===== config.mk =====
export PLATFORM = sky130hd
export DESIGN_NAME = serial_add_unit
export DESIGN_NICKNAME = d
export VERILOG_FILES = /design/src/rtl/serial_add_unit.sv
export SDC_FILE = /design/constraint.sdc
export NUM_CORES = 1
export LEC_CHECK = 0
export CORE_MARGIN = 2
export CORE_UTILIZATION = 35
export DETAILED_ROUTE_END_ITERATION = 10
export GPL_TIMING_DRIVEN = 0
export PLACE_DENSITY_LB_ADDON = 0.15
export SKIP_LAST_GASP = 1
export SYNTH_ARGS = -nofsm -noshare
export SYNTH_HDL_FRONTEND = slang
export SYNTH_SLANG_ARGS = --single-unit

===== constraint.sdc =====
create_clock -name clk -period 1.5 [get_ports clk]
set_input_delay 0.225 -clock clk [delete_from_list [all_inputs] [get_ports clk]]
set_output_delay 0.225 -clock clk [all_outputs]
set_load 0.02 [all_outputs]

===== src/rtl/serial_add_unit.sv =====
// Bit-serial adder: LSB-first full-adder walk with registered carry.
// Optional SERIAL_ADD_OVF_EN adds a signed-overflow output.
module serial_add_unit #(
  parameter int WIDTH = 8
) (
  input  logic             clk,
  input  logic             rst_n,
  input  logic             start,
  input  logic [WIDTH-1:0] a,
  input  logic [WIDTH-1:0] b,
  input  logic             cin,
  output logic             busy,
  output logic             done,
  output logic [WIDTH-1:0] sum,
  output logic             cout
`ifdef SERIAL_ADD_OVF_EN
  ,
  output logic             ovf
`endif
);

  localparam int CW = (WIDTH > 2) ? $clog2(WIDTH) : 1;
  localparam logic [CW-1:0] LAST = CW'(WIDTH - 1);

  typedef enum logic [1:0] {
    IDLE,
    SHIFT,
    DONE
  } state_t;

  state_t           state_q, state_d;
  logic [WIDTH-1:0] a_sr_q, a_sr_d;
  logic [WIDTH-1:0] b_sr_q, b_sr_d;
  logic [WIDTH-1:0] sum_q, sum_d;
  logic [CW-1:0]    cnt_q, cnt_d;
  logic             carry_q, carry_d;
  logic             cout_q, cout_d;
  logic             busy_q, busy_d;
  logic             done_q, done_d;
  logic             s, c;
`ifdef SERIAL_ADD_OVF_EN
  logic             ovf_q, ovf_d;
`endif

  assign s = a_sr_q[0] ^ b_sr_q[0] ^ carry_q;
  assign c = (a_sr_q[0] & b_sr_q[0]) |
             (carry_q & (a_sr_q[0] ^ b_sr_q[0]));

  always_ff @(posedge clk or negedge rst_n) begin
    if (!rst_n) begin
      state_q <= IDLE;
      a_sr_q  <= '0;
      b_sr_q  <= '0;
      sum_q   <= '0;
      cnt_q   <= '0;
      carry_q <= 1'b0;
      cout_q  <= 1'b0;
      busy_q  <= 1'b0;
      done_q  <= 1'b0;
`ifdef SERIAL_ADD_OVF_EN
      ovf_q   <= 1'b0;
`endif
    end else begin
      state_q <= state_d;
      a_sr_q  <= a_sr_d;
      b_sr_q  <= b_sr_d;
      sum_q   <= sum_d;
      cnt_q   <= cnt_d;
      carry_q <= carry_d;
      cout_q  <= cout_d;
      busy_q  <= busy_d;
      done_q  <= done_d;
`ifdef SERIAL_ADD_OVF_EN
      ovf_q   <= ovf_d;
`endif
    end
  end

  always_comb begin
    state_d = state_q;
    a_sr_d  = a_sr_q;
    b_sr_d  = b_sr_q;
    sum_d   = sum_q;
    cnt_d   = cnt_q;
    carry_d = carry_q;
    cout_d  = cout_q;
    busy_d  = busy_q;
    done_d  = 1'b0;
`ifdef SERIAL_ADD_OVF_EN
    ovf_d   = ovf_q;
`endif
    unique case (state_q)
      IDLE, DONE: begin
        if (start) begin
          state_d = SHIFT;
          a_sr_d  = a;
          b_sr_d  = b;
          carry_d = cin;
          cnt_d   = '0;
          busy_d  = 1'b1;
          sum_d   = '0;
          cout_d  = 1'b0;
`ifdef SERIAL_ADD_OVF_EN
          ovf_d   = 1'b0;
`endif
        end else begin
          state_d = IDLE;
        end
      end
      SHIFT: begin
        sum_d   = {s, sum_q[WIDTH-1:1]};
        a_sr_d  = a_sr_q >> 1;
        b_sr_d  = b_sr_q >> 1;
        carry_d = c;
        if (cnt_q == LAST) begin
          // counter parks at the last index
          state_d = DONE;
          cout_d  = c;
          done_d  = 1'b1;
          busy_d  = 1'b0;
`ifdef SERIAL_ADD_OVF_EN
          ovf_d   = carry_q ^ c;
`endif
        end else begin
          cnt_d = cnt_q + CW'(1);
        end
      end
      default: state_d = IDLE;
    endcase
  end

  assign busy = busy_q;
  assign done = done_q;
  assign sum  = sum_q;
  assign cout = cout_q;
`ifdef SERIAL_ADD_OVF_EN
  assign ovf  = ovf_q;
`endif

endmodule


==> metrics.csv <==
stage,metric,value,unit
sta,maxSlewHeadroom,48.3,%
cts,cts_sinks,33,
power,peakVddDrop,0.826,mV
route,drc,0,
logic_synthesis,ys_seq_area_share,48.6,%
sta,final_hold_viol_count,0,
logic_synthesis,syn_nets,182,
route,ant_nets,0,
logic_synthesis,avgSynthCellArea,10.7,µm²
grt,grt.overflow.total,0,
grt,grt_pass1_vias,1229,
grt,antenna_found_initial,0,
worst_setup_path,max_stage_delay,0.39,ns
logic_synthesis,yosysUniqueCellTypes,28,
cts,htree_levels,2,
sta,finalSetupTns,0,ns
sta,holdWs,0.0154,ns
route,drt_pass1_iterations,4,
logic_synthesis,synth_flop_cell,dfrtp_1,
route,wirelength,3.72,mm
route,drt_iter0_drc,92,
route,routed_via_density,5.17,
sta,worst_slew_pin_slew,0.776,ns
route,num_vias,1309,
power,powerDensity,1940,nW/µm²
layout,drive_gt1_share,13.1,%
cts,cts_tree,yes,
layout,nets,221,
placed_design,place_hpwl,2.60,mm
cts,clockBufferDepth,2,
placed_design,place_inst,243,
flow_run,drv_cap,0,
grt,grt_max_degree,34,
grt,grt_first_pass_wirelength,6.07,mm
power,p_total,4310,µW
logic_synthesis,postSynthCellCount,159,
floorplan,num_rows,25,
sta,grt_setup_unrepaired,yes,
sta,finalCritPeriodShare,96.6,%
power,leakage,0.00102,µW
floorplan,ios,31,
cts,cts-root-buf,clkbuf_8,
placed_design,routabilityCongestion,0.793,
layout,syn_to_final_growth,30.6,%
sta,slew_viol_final,0,
worst_setup_path,cp.required,1.67,ns
worst_setup_path,cp.arrival,1.62,ns
logic_synthesis,ys_seq_elements,33,
logic_synthesis,synth-warning-count,0,
placed_design,place.port_buffers,30,
cts,clk_pin_slew,0.07,ns
worst_setup_path,worstSetupEndpointType,flip-flop,
logic_synthesis,syn_area,1700,µm²
layout,diodes,0,
floorplan,start_util,36.2,%
logic_synthesis,synth_edf_count,0,
floorplan,fp.dieW,73.7,µm
worst_setup_path,startpoint_type,flip-flop,
route,wl_per_cell,14.7,µm
grt,track_usage,15.0,%
sta,period_minus_slack,1.45,ns
layout,stdcell_count,253,
outcome,status,"finished, final reports clean",
worst_setup_path,crit_chain,ha_2 -> ha_4 -> or2_1 -> buf_6 -> a21oi_4 -> o22ai_1,
logic_synthesis,async_flop_share,100,%
floorplan,dieArea,5430,µm²
worst_setup_path,slowest_stage,dfrtp_1,
sta,fin_skew,0.00604,ns
layout,final_core_util,47.3,%
worst_setup_path,crit_fanout,5,
sta,fmax,690,MHz
floorplan,core_area,4690,µm²
cts,clkLatencyLatePin,0.29,ns
hold_path,hp-class,input pin to async pin,
worst_setup_path,worstSetupPathType,flip-flop to flip-flop,
sta,setup_viol,0,
worst_setup_path,reg2regPathDepth,6,
floorplan,fp.dieH,73.7,µm
cts,cts_buffers,5,
[cell families (layout without fill, tap and decap cells)]
family | Yosys count | count (layout) | share of synthesized area, %
adders and majority gates | 3 | 3 | 2.65
and+or+nand+nor | 35 | 35 | 10.4
buffers and inverters | 18 | 58 | 6.40
AOI/OAI and AO/OA | 48 | 48 | 19.0
muxes | 22 | 22 | 13.0
DFF | 33 | 33 | 48.6
[path summary, 6_finish.rpt]
path | from | slack, ns | end
worst max-delay path | cnt_q[1]$_DFFE_PN0P_ | 0.05 | cnt_q[0]$_DFFE_PN0P_
worst max register to register | cnt_q[1]$_DFFE_PN0P_ | 0.05 | cnt_q[0]$_DFFE_PN0P_
worst min register to register | sum[0]$_DFFE_PN0P_ | 0.50 | sum[0]$_DFFE_PN0P_
min in group clk | sum[0]$_DFFE_PN0P_ | 0.50 | sum[0]$_DFFE_PN0P_
worst min-delay path | rst_n | 0.02 | a_sr_q[2]$_DFFE_PN0P_
max in group asynchronous | rst_n | 0.99 | b_sr_q[5]$_DFFE_PN0P_
[placed cells by master, fill, tap and decap left out]
cell type	synthesis	routed
and2_1	2	2
o21ai_1	1	1
nor2b_1	12	12
inv_1	6	6
dlymetal6s2s_1	0	2
a22o_1	5	5
nor2_1	3	3
ha_4	0	1
inv_2	1	1
nand3_1	3	3
o211ai_1	1	1
a211oi_1	12	12
mux2i_1	22	22
bufinv_16	0	2
a21oi_4	1	1
o211a_1	3	3
dlygate4sd2_1	0	9
dfrtp_1	33	33
clkdlybuf4s50_1	0	18
ha_2	0	1
o21ai_0	5	5
a21o_1	1	1
clkbuf_8	0	5
nand2_1	12	12
nor2_2	1	1
buf_6	3	3
buf_2	3	4
clkinv_2	0	1
a21oi_1	17	17
clkbuf_1	1	1
nand2b_1	1	1
o22ai_1	2	2
or2_1	0	1
fa_1	1	1
buf_4	4	6
[critical path: cells and delay by family, from the launching register on]
| kind | cells | cell delay (ns) |
|---|---|---|
| adders and majority gates | 2 | 0.37 |
| and+or+nand+nor | 1 | 0.21 |
| buffers and inverters | 1 | 0.14 |
| DFF | 1 | 0.39 |
| AOI/OAI and AO/OA | 2 | 0.23 |
[state kept, by name, indices dropped and copies added (netlist names)]
register	flops
a_sr_q	8
b_sr_q	8
busy	1
carry_q	1
cnt_q	3
cout	1
done	1
state_q	2
sum	8
[final cells by class]
| type | instances | area [µm²] |
|---|---|---|
| multi-input combinational | 108 | 781 |
| buffer | 11 | 82.6 |
| clock inverter | 3 | 65.1 |
| clock buffer | 5 | 68.8 |
| fill | 456 | 2470 |
| sequential | 33 | 826 |
| timing repair buffer | 32 | 304 |
| inverter | 7 | 26.3 |
| tap | 54 | 67.6 |
[cell usage after synthesis, types with 3 or more instances]
master    instances  area, µm²
dfrtp_1          33        826
mux2i_1          22        220
a21oi_1          17       85.1
a211oi_1         12       90.1
nand2_1          12       45.0
nor2b_1          12       75.1
inv_1             6       22.5
a22o_1            5       43.8
o21ai_0           5       25.0
buf_4             4       30.0
buf_2             3       15.0
buf_6             3       33.8
nand3_1           3       15.0
nor2_1            3       11.3
o211a_1           3       30.0
[per-layer routing]
layer  wire, µm  vias to the layer above  track usage, %  share of wire [%]
met1       1780                      634            21.1                 48
met3        165                        6            4.12                4.4
met5          0                        -               0                  0
met2       1730                       26            22.2                 46
li1           -                      643               -                  -
met4         47                        0            4.85                1.3
[stage by stage]
step,cell area (µm²),setup slack (ns)
floorplan,1700,0.0850
global placement,2070,-0.503
detailed placement,2060,-0.175
CTS,2200,0.000910
global route,2220,-0.0148
finish,2220,0.0512
[what timing repair did]
action	4_1_cts	5_1_grt
setup endpoints to repair	11	5
resized for setup	10	5
hold buffers	0	0
cloned	0	0
buffers inserted	1	1
pin swaps	0	1
[where the power goes]
group	leakage [µW]	switching [µW]	internal, µW
Sequential	0.000410	272	1280
Clock	0.0000681	339	660
Combinational	0.000539	910	856
Total	0.00102	1520	2790
No activity file was read; power rests on OpenSTA's default activity.
